===== config.mk =====
export PLATFORM = sky130hd
export DESIGN_NAME = ttt_board_evaluator
export DESIGN_NICKNAME = d
export VERILOG_FILES = /design/src/rtl/ttt_board_evaluator.sv
export SDC_FILE = /design/constraint.sdc
export NUM_CORES = 1
export LEC_CHECK = 0
export CAP_MARGIN = 25
export CELL_PAD_IN_SITES_DETAIL_PLACEMENT = 1
export CELL_PAD_IN_SITES_GLOBAL_PLACEMENT = 2
export CORE_AREA = 2 2 81 83
export DETAILED_ROUTE_END_ITERATION = 16
export DIE_AREA = 0 0 83 85
export GPL_ROUTABILITY_DRIVEN = 0
export MAX_ROUTING_LAYER = met4
export PLACE_DENSITY = 0.7
export SLEW_MARGIN = 30
export SYNTH_ARGS = -nofsm -noshare
export SYNTH_HDL_FRONTEND = slang
export SYNTH_SLANG_ARGS = --single-unit

===== constraint.sdc =====
create_clock -name clk -period 3.19 [get_ports clk]
set_input_delay 0.4785 -clock clk [delete_from_list [all_inputs] [get_ports clk]]
set_output_delay 0.4785 -clock clk [all_outputs]
set_load 0.02 [all_outputs]

===== src/rtl/ttt_board_evaluator.sv =====
// Purpose: snapshot the tic-tac-toe board and scan the 8 winning lines, reporting win/draw/illegal.
// Latency: start accepted at edge E, busy during cycles E+1..E+8, done pulse in cycle E+9.
// Backpressure: none; start is only sampled in IDLE and is dropped (not queued) while busy or in DONE.
module ttt_board_evaluator #(
    parameter int STRICT_CHECK = 1
) (
    input  logic       clk,
    input  logic       rst,
    input  logic       start,
    input  logic [8:0] x_cells,
    input  logic [8:0] o_cells,
    output logic       busy,
    output logic       done,
    output logic       x_win,
    output logic       o_win,
    output logic       draw,
    output logic       err,
    output logic [2:0] win_line
);

    typedef enum logic [1:0] {
        IDLE = 2'd0,
        SCAN = 2'd1,
        DONE = 2'd2
    } state_t;

    state_t     state;
    logic [8:0] snap_x;
    logic [8:0] snap_o;
    logic [2:0] line_idx;
    logic       x_hit;
    logic       o_hit;

    logic [8:0] line_mask;
    logic       line_x;
    logic       line_o;
    logic       x_hit_nxt;
    logic       o_hit_nxt;
    logic       err_nxt;
    logic       draw_nxt;

    // Cell mask of the line currently being scanned (rows, columns, then the two diagonals).
    always_comb begin
        line_mask = 9'h000;
        case (line_idx)
            3'd0:    line_mask = 9'h007;
            3'd1:    line_mask = 9'h038;
            3'd2:    line_mask = 9'h1C0;
            3'd3:    line_mask = 9'h049;
            3'd4:    line_mask = 9'h092;
            3'd5:    line_mask = 9'h124;
            3'd6:    line_mask = 9'h111;
            default: line_mask = 9'h054;
        endcase
    end

    // Per-line hit detection and the results that land when the last line has been scanned.
    always_comb begin
        line_x    = (snap_x & line_mask) == line_mask;
        line_o    = (snap_o & line_mask) == line_mask;
        x_hit_nxt = x_hit | line_x;
        o_hit_nxt = o_hit | line_o;
        err_nxt   = (STRICT_CHECK != 0) && ((|(snap_x & snap_o)) || (x_hit_nxt && o_hit_nxt));
        draw_nxt  = !x_hit_nxt && !o_hit_nxt && !err_nxt && ((snap_x | snap_o) == 9'h1FF);
    end

    // Control FSM with snapshot, line scan and registered result outputs.
    always_ff @(posedge clk or posedge rst) begin
        if (rst) begin
            state    <= IDLE;
            snap_x   <= 9'h000;
            snap_o   <= 9'h000;
            line_idx <= 3'd0;
            x_hit    <= 1'b0;
            o_hit    <= 1'b0;
            busy     <= 1'b0;
            done     <= 1'b0;
            x_win    <= 1'b0;
            o_win    <= 1'b0;
            draw     <= 1'b0;
            err      <= 1'b0;
            win_line <= 3'd0;
        end else begin
            done <= 1'b0;
            case (state)
                IDLE: begin
                    if (start) begin
                        snap_x   <= x_cells;
                        snap_o   <= o_cells;
                        line_idx <= 3'd0;
                        x_hit    <= 1'b0;
                        o_hit    <= 1'b0;
                        x_win    <= 1'b0;
                        o_win    <= 1'b0;
                        draw     <= 1'b0;
                        err      <= 1'b0;
                        win_line <= 3'd0;
                        busy     <= 1'b1;
                        state    <= SCAN;
                    end
                end
                SCAN: begin
                    x_hit <= x_hit_nxt;
                    o_hit <= o_hit_nxt;
                    // Only the first line that hits (either player) is reported.
                    if ((line_x || line_o) && !(x_hit || o_hit)) begin
                        win_line <= line_idx;
                    end
                    if (line_idx == 3'd7) begin
                        busy  <= 1'b0;
                        done  <= 1'b1;
                        x_win <= x_hit_nxt;
                        o_win <= o_hit_nxt;
                        err   <= err_nxt;
                        draw  <= draw_nxt;
                        state <= DONE;
                    end else begin
                        line_idx <= line_idx + 3'd1;
                    end
                end
                DONE: begin
                    state <= IDLE;
                end
                default: begin
                    state <= IDLE;
                end
            endcase
        end
    end

endmodule


Yosys cells after proc, flatten, opt, wreduce, memory -nomap -nowiden
Cells that the tools add are included.
Cells by class
  equality and inequality tests: 15
  mux-type cells: 25
  $add $sub $neg: 1
  reductions and logical operators: 22
  bitwise gates (word level): 6
Operators by type and width (count)
  $pmux 9 s7: 1
  $and 9x9->9: 3
  $eq 9x9->1: 2
  $pmux 1 s2: 7
  $eq 3x3->1 const B: 4
  $pmux 3 s2: 2
  $eq 9x9->1 const B: 1
  $mux 1: 9
  $mux 3: 3
  $or 9x9->9: 1
  $reduce_and 3->1: 3
  $reduce_or 9->1: 1
  $ne 2x2->1 const B: 4
  $eq 3x2->1 const B: 2
  $reduce_and 2->1: 3
  $logic_and 1x1->1: 5
  $logic_not 1->1: 4
  $mux 2: 2
  $pmux 2 s2: 1
  $add 3x1->3 const B: 1
  $eq 3x1->1 const B: 1
  $logic_not 3->1: 1
  $logic_or 1x1->1: 3
  $eq 2x1->1 const B: 1
  other kinds (3): 4
Word-level totals
  output and inout port bits: 9
  register bits after elaboration: 34
  bits of input ports: 21
  word-level logic and storage cells: 82

Depth between registers and ports, before layout
Gate-level depths: netlist of the first run.
  word-level depth: 12
  gate-level depth with buffers: 9
  gate-level depth less buffers: 8

Worst setup path before layout of the first run
No wires, ideal clock.
  path kind: flip-flop to flip-flop
  from: register line_idx[0]
  to: register win_line[0]
  buffers on the path: 0
  data arrival time: 2.182 ns
  stages on the path, launching flop included: 9
  setup time: 0.079 ns
  required time: 3.111 ns
  clock period less this slack: 2.262 ns
  setup slack: 0.928 ns
  path through: dfrtp_1 -> ha_1 -> ha_1 -> inv_1 -> o221ai_1 -> a2111oi_4 -> nand2_2 -> a2111oi_4 -> mux2i_1
On the way
  longest elaborated chain between the ends: 8
  elaborated cells between the ends (all ways): 18
  classes of those cells: eq/ne: 9; mux: 3; bitwise: 2; reduce/logical: 4
Ends and longest elaborated chain
  start, declared: line 30  | logic [2:0] line_idx;
  start signal, assigned: line 118  | line_idx <= line_idx + 3'd1;
  $eq 3x3->1, or another cell as far along: line 45  | case (line_idx)
  $pmux 9 s7: line 45
  $and 9x9->9 (on tied branches): line 59, 60
  $eq 9x9->1 (on tied branches): line 59, 60
  $logic_or 1x1->1: line 106  | if ((line_x || line_o) && !(x_hit || o_hit)) begin
  $logic_and 1x1->1: line 106
  $ne 2x2->1 (no line)
  $reduce_and 3->1 (no line)
  end signal, assigned: line 107  | win_line <= line_idx;
  end, declared: line 18  | output logic [2:0] win_line
Several ways; a longest one is shown, not always the timed one. The select of a mux whose other input is x is not followed.
A chain may end at the register's enable or synchronous reset.

Worst setup path in the final report of the first run
  from: register line_idx[2]
  to: register win_line[2]
Same word-level chain as after synthesis.

==> run metrics, run 1 <==
run status=complete, no violations; GRT Util Overall=14.9%; share of cells above drive strength 1=6.49%; Critical Path Start Type=flop; PostCTS Resize Cnt=0; Mean Syn Cell Area=8.93 µm²; vias in the first global route=1,580; final wirelength=4.67 mm; worst-skew pair later-pin latency=280 ps; vias post-DR=1,525; P&R area growth vs syn=25.6%; Final ANT Viol Nets=0; Netlist cell types=33; worst hold slack=475 ps; fmax=374 MHz; Final min period=2670 ps; CP bufs+invs=2; relative slew slack=52.8%; die area=7060 µm²; Crit. Startpoint=line_idx[2]$_DFFE_PP0P_; initial antenna violation count=0; buffer depth of the longest clock path=2; DRT Pass-1 Iters=4; Max IR drop VDD=0.312 mV; I/O Pins=30; Worst Max-Slew Pin Slew=707 ps; root buffer cell=clkbuf_8; Detailed Route Iter0 Violations=54; CP Data Required Time=3390 ps; number of I/O port buffers=29; CTS Buf Count=5; placed cell area=2160 µm²; critical path capture point type=flop; synthesized cell area=1790 µm²; Register-to-Register Path Depth=8; critical path endpoint=win_line[2]$_DFFE_PP0P_; synthesized netlist cell count=200; Initial Utilization=28.8%; RSZ-0062 raised after global routing=no; core area=6200 µm²; pin count of the biggest net entering global routing=26; worst endpoint data arrival time=2870 ps; Pleak=1.03 nW; FF-to-FF Start=line_idx[2]$_DFFE_PP0P_; terminus of the critical flop-to-flop path=win_line[2]$_DFFE_PP0P_; worst-path maximum fanout=14; Worst path max stage delay=660 ps; worst reg2reg setup slack=520 ps; Setup Buffers After CTS=0; Worst Setup Path Type=reg2reg; Final Hold Viols=0; Tcrit/Tclk final=83.8%; gr ovfl total=0; Reg clk slew, reported paths=70 ps; nets@finish=259; setup TNS=0 ps; Crit-path slowest cell=dfrtp_1; commonest cells after routing, fill and taps aside=nand2_1, dfrtp_1, clkdlybuf4s50_1; fin. max-slew vios=0; final worst clock skew=6.31 ps; Syn Nets=227; # hold bufs at CTS=0; clock sink count=34; HP Start=draw$_DFFE_PP0P_; row count=29; Seq/Total Area, Yosys=47.6%; WP depth=8; Die Wd=83 µm; wire per inst=15.2 µm; Ant. Diodes=0; most common cell after layout, fill and taps aside=nand2_1; Yosys reg bits=34; Fill cells=719; H-tree Lvls=2; min-delay worst type=reg2reg; TritonCTS clock tree=yes; die height=85 µm; Final setup viols=0; max cap viols=0; vias per cell=4.95; delay-heaviest family, CP=compound AO/OA/AOI/OAI gates; first-pass GRT wire length=8.06 mm; DP HPWL=3.40 mm; PD cells=925 nW/µm²; DRC violation count after routing=0; Finished Cell Area=2240 µm²; critical path cell sequence=inv_1, ha_1, inv_1, o221ai_1, a2111oi_4, nand2_2, a2111oi_4, mux2i_1; synth warn=0
==> registers in the layout, summed over array words and instances (netlist names) <==
| signal | count |
|---|---|
| x_win | 1 |
| snap_x | 9 |
| o_win | 1 |
| busy | 1 |
| x_hit | 1 |
| err | 1 |
| o_hit | 1 |
| snap_o | 9 |
| state | 2 |
| win_line | 3 |
| done | 1 |
| line_idx | 3 |
| draw | 1 |
==> power by group <==
part / total (W) / switching, W / internal (W)
registers: 0.000821 / 0.000226 / 0.000596
clock network: 0.000310 / 0.000144 / 0.000166
logic: 0.000945 / 0.000526 / 0.000419
==> logic make-up after synthesis <==
logic type               synth area share [%]
AND/OR/NAND/NOR                          25.1
AO/OA/AOI/OAI                            15.9
flip-flops                               47.6
buffers and inverters                    3.15
multiplexers                             4.06
adder cells (fa/ha/maj)                  4.20
==> worst min path at each step <==
stage | endpoint | slack [ps] | cells past startpoint
6_report | draw$_DFFE_PP0P_ | 470 | 2
2_1_floorplan | snap_o[5]$_DFFE_PP0P_ | 480 | 2
5_1_grt | x_win$_DFFE_PP0P_ | 520 | 2
4_1_cts | draw$_DFFE_PP0P_ | 480 | 2
3_3_place_gp | draw$_DFFE_PP0P_ | 460 | 2
3_5_place_dp | draw$_DFFE_PP0P_ | 470 | 2
==> per-stage QoR <==
step                      total power, W  setup slack (ps)  util (%)  instances
after detailed placement         0.00178               543      34.8        302
final                            0.00208               516      36.2        308
after floorplan                  0.00148               928         -        200
after global routing             0.00226               374      36.2        308
after CTS                        0.00210               536      36.2        308
after global placement           0.00177               623      34.8        302
==> layer usage <==
layer / share of wire (%) / up-vias / GRT usage (%)
met4: 2.3 / 0 / 6.71
met5: 0 / - / -
li1: - / 747 / -
met1: 49 / 725 / 19.8
met2: 45 / 44 / 21.7
met3: 4.1 / 9 / 3.31
==> cell type report <==
type                       instances  area, µm²  share of cell area (%)
multi-input combinational        152        880                    39.2
sequential                        34        851                    37.9
timing repair buffer              31        305                    13.6
tap                               77       96.3                    4.29
clock buffer                       6       82.6                    3.68
inverter                           8       30.0                    1.34
==> synth_stat cells, drive strengths merged <==
| cell type | count | share of area (%) |
|---|---|---|
| o31ai | 1 | 0.42 |
| mux2 | 2 | 1.3 |
| a2111oi | 2 | 3.1 |
| o22ai | 3 | 1.1 |
| clkbuf | 5 | 1.1 |
| or4 | 1 | 0.42 |
| nor2b | 2 | 0.70 |
| nor4 | 4 | 1.4 |
| o21a | 1 | 0.42 |
| and3 | 1 | 0.35 |
| mux2i | 5 | 2.8 |
| o221ai | 3 | 1.5 |
| a31oi | 4 | 1.4 |
| a21oi | 8 | 2.2 |
| nand2b | 7 | 2.5 |
| inv | 8 | 1.7 |
| a221oi | 2 | 0.98 |
| a22o | 5 | 2.5 |
| o21ai | 5 | 1.4 |
| nand4 | 1 | 0.35 |
| nand2 | 73 | 16 |
| or2 | 1 | 0.35 |
| o21bai | 1 | 0.42 |
| a222oi | 1 | 0.56 |
| or3 | 1 | 0.35 |
| nor2 | 8 | 1.7 |
| nor3 | 4 | 1.4 |
| ha | 6 | 4.2 |
| buf | 1 | 0.42 |
| dfrtp | 34 | 48 |
==> worst min-delay path, cell delays in order, from the launching register on <==
cell,delay [ps]
dfrtp_1,350
nand2_1,50
nand2_1,50
(Power assumes the default switching activity.)
==> run 2, diff against run 1 <==
--- a/config.mk
+++ b/config.mk
@@ -8,12 +8,12 @@
 export CAP_MARGIN = 25
 export CELL_PAD_IN_SITES_DETAIL_PLACEMENT = 1
 export CELL_PAD_IN_SITES_GLOBAL_PLACEMENT = 2
-export CORE_AREA = 2 2 81 83
+export CORE_AREA = 2 2 82 84
 export DETAILED_ROUTE_END_ITERATION = 16
-export DIE_AREA = 0 0 83 85
+export DIE_AREA = 0 0 84 86
 export GPL_ROUTABILITY_DRIVEN = 0
 export MAX_ROUTING_LAYER = met4
-export PLACE_DENSITY = 0.7
+export PLACE_DENSITY = 0.71
 export SLEW_MARGIN = 30
 export SYNTH_ARGS = -nofsm -noshare
 export SYNTH_HDL_FRONTEND = slang
==> constraint.sdc (replaced) <==
create_clock -name clk -period 2.43 [get_ports clk]
set_input_delay 0.3645 -clock clk [delete_from_list [all_inputs] [get_ports clk]]
set_output_delay 0.3645 -clock clk [all_outputs]
set_load 0.02 [all_outputs]
==> run 2 against run 1 <==
Power up 62%. Sequential power up 33%. Via count up 5.1%. Non-clock buffer count up 18. Count of clock-buffer cells in the layout up 1. Combinational power up 95%. First-iteration DRC count down 24%. Design area up 14%. Register-to-register slack worse by 420 ps. Sequential cell count unchanged. Clock skew about the same. Largest cell class unchanged. Largest power group unchanged.
==> run metrics, run 2 (same netlist as run 1, synthesis figures left out) <==
Finished Cell Area=2570 µm² (+14%); CP Data Required Time=2630 ps (-760 ps); worst endpoint data arrival time=2540 ps (-330 ps); vias post-DR=1,603 (+5.1%); Placed Cells=315 (+4.3%); Final min period=2340 ps (-335 ps); P&R area growth vs syn=43.8%; DRC violation count after routing=0 (unchanged); die height=86 µm (+1.2%); I/O Pins=30 (unchanged); pin count of the biggest net entering global routing=35 (+35%); vias per cell=4.89 (-1.3%); Final ANT Viol Nets=0 (unchanged); max cap viols=0 (unchanged); commonest cells after routing, fill and taps aside=nand2_1, dfrtp_1, clkdlybuf4s50_1; Detailed Route Iter0 Violations=41 (-24%); number of I/O port buffers=29 (unchanged); RSZ-0062 raised after global routing=yes; gr ovfl total=0 (unchanged); die area=7220 µm² (+2.4%); Initial Utilization=28.5% (-0.33 points); clock sink count=34 (unchanged); buffer depth of the longest clock path=2 (unchanged); non-filler cells, final=328 (+6.5%); DP HPWL=3.65 mm (+7.5%); DRT Pass-1 Iters=5 (+1); # hold bufs at CTS=0 (unchanged); Pleak=1.14 nW (+11%); nets@finish=277 (+6.9%); run status=complete, no violations; Max IR drop VDD=0.432 mV (+39%); min-delay worst type=in2async; fin. max-slew vios=0 (unchanged); first-pass GRT wire length=8.14 mm (+0.94%); GRT Util Overall=14.9% (+0.019 points); worst-skew pair later-pin latency=290 ps (about the same); worst-path maximum fanout=6 (-8); Largest regs=snap_o: 9 flops, snap_x: 9 flops; vias in the first global route=1,612 (+2.0%); core area=6280 µm² (+1.2%); final worst clock skew=5.99 ps (-0.318 ps); most common cell after layout, fill and taps aside=nand2_1; row count=29 (unchanged); initial antenna violation count=0 (unchanged); Reg clk slew, reported paths=70 ps (about the same); root buffer cell=clkbuf_8; setup TNS=0 ps (unchanged); Die Wd=84 µm (+1.2%); Worst Max-Slew Pin Slew=498 ps (-209 ps); final wirelength=5.11 mm (+9.4%); Ant. Diodes=0 (unchanged); relative slew slack=66.8% (+14 points); Final Hold Viols=0 (unchanged); Critical Path Start Type=flop; Tcrit/Tclk final=96.2% (+12 points); PD cells=1310 nW/µm² (+41%); CTS Buf Count=5 (unchanged); critical path capture point type=flop; Final setup viols=0 (unchanged); fmax=428 MHz (+14%); placed cell area=2260 µm² (+4.5%); share of cells above drive strength 1=23.5% (+17 points); TritonCTS clock tree=yes; H-tree Lvls=2 (unchanged); Worst Setup Path Type=reg2reg; wire per inst=15.6 µm (+2.7%)
-- run 2: cell count changes in the layout (fill, tap and decap cells not counted), moves of 4 or more --
cell and change:
inv_4 +4, buf_4 +14, ha_4 +5, buf_6 +4
inv_1 -4, ha_1 -5
-- run 2: through the flow --
step	power [W]	worst slack [ps]	hold WS, ps	util [%]
finish	0.00336	91.5	478	40.9
global route	0.00362	-47.1	514	40.9
CTS	0.00313	6.83	489	38.8
detailed placement	0.00251	-123	473	36.0
global placement	0.00248	-66.8	460	36.0
floorplan	0.00194	168	470	-
-- run 2: timing repair --
action	in CTS	in global routing
pin swaps	4	7
setup endpoints to repair	3	7
setup buffers	3	3
resized for setup	15	26
-- run 2: critical path, stage by stage, from the launching register on --
cell and delay [ps]:
dfrtp_2 460, buf_6 140, ha_4 180, nand2b_1 140, o221ai_4 120, a2111oi_4 410
nand2_2 120, a2111oi_4 460, mux2i_1 240
-- run 2: where the power goes --
group / total, W / switching (W) / internal (W)
Clock: 0.000429 / 0.000200 / 0.000228
Combinational: 0.00184 / 0.000910 / 0.000929
Sequential: 0.00109 / 0.000306 / 0.000786
Total: 0.00336 / 0.00142 / 0.00194
-- run 2: final timing paths --
kind / from / end / slack (ps) / cells after the start
setup reg to reg: line_idx[1]$_DFFE_PP0P_ / win_line[2]$_DFFE_PP0P_ / 90 / 8
hold reg to reg: busy$_DFFE_PP0P_ / busy$_DFFE_PP0P_ / 480 / 2
setup / recovery: line_idx[1]$_DFFE_PP0P_ / win_line[2]$_DFFE_PP0P_ / 90 / 8
hold / removal: rst / snap_x[5]$_DFFE_PP0P_ / 480 / 3
min in group clk: busy$_DFFE_PP0P_ / busy$_DFFE_PP0P_ / 480 / 2
max in group asynchronous: rst / line_idx[1]$_DFFE_PP0P_ / 1610 / 3
-- run 2: layer usage --
metal	up-vias	global-route usage, %	share of wire, %
met5	-	-	0
met4	0	5.43	2.0
met3	9	3.08	3.4
met2	37	23.8	49
met1	769	18.8	46
li1	788	-	-
-- run 2: layout make-up --
cell class	count	area, µm²
Multi-Input combinational cell	152	1030
Tap cell	77	96.3
Fill cell	741	3710
Inverter	8	40.0
Clock inverter	1	5.00
Clock buffer	7	86.3
Sequential cell	34	853
Timing Repair Buffer	49	455
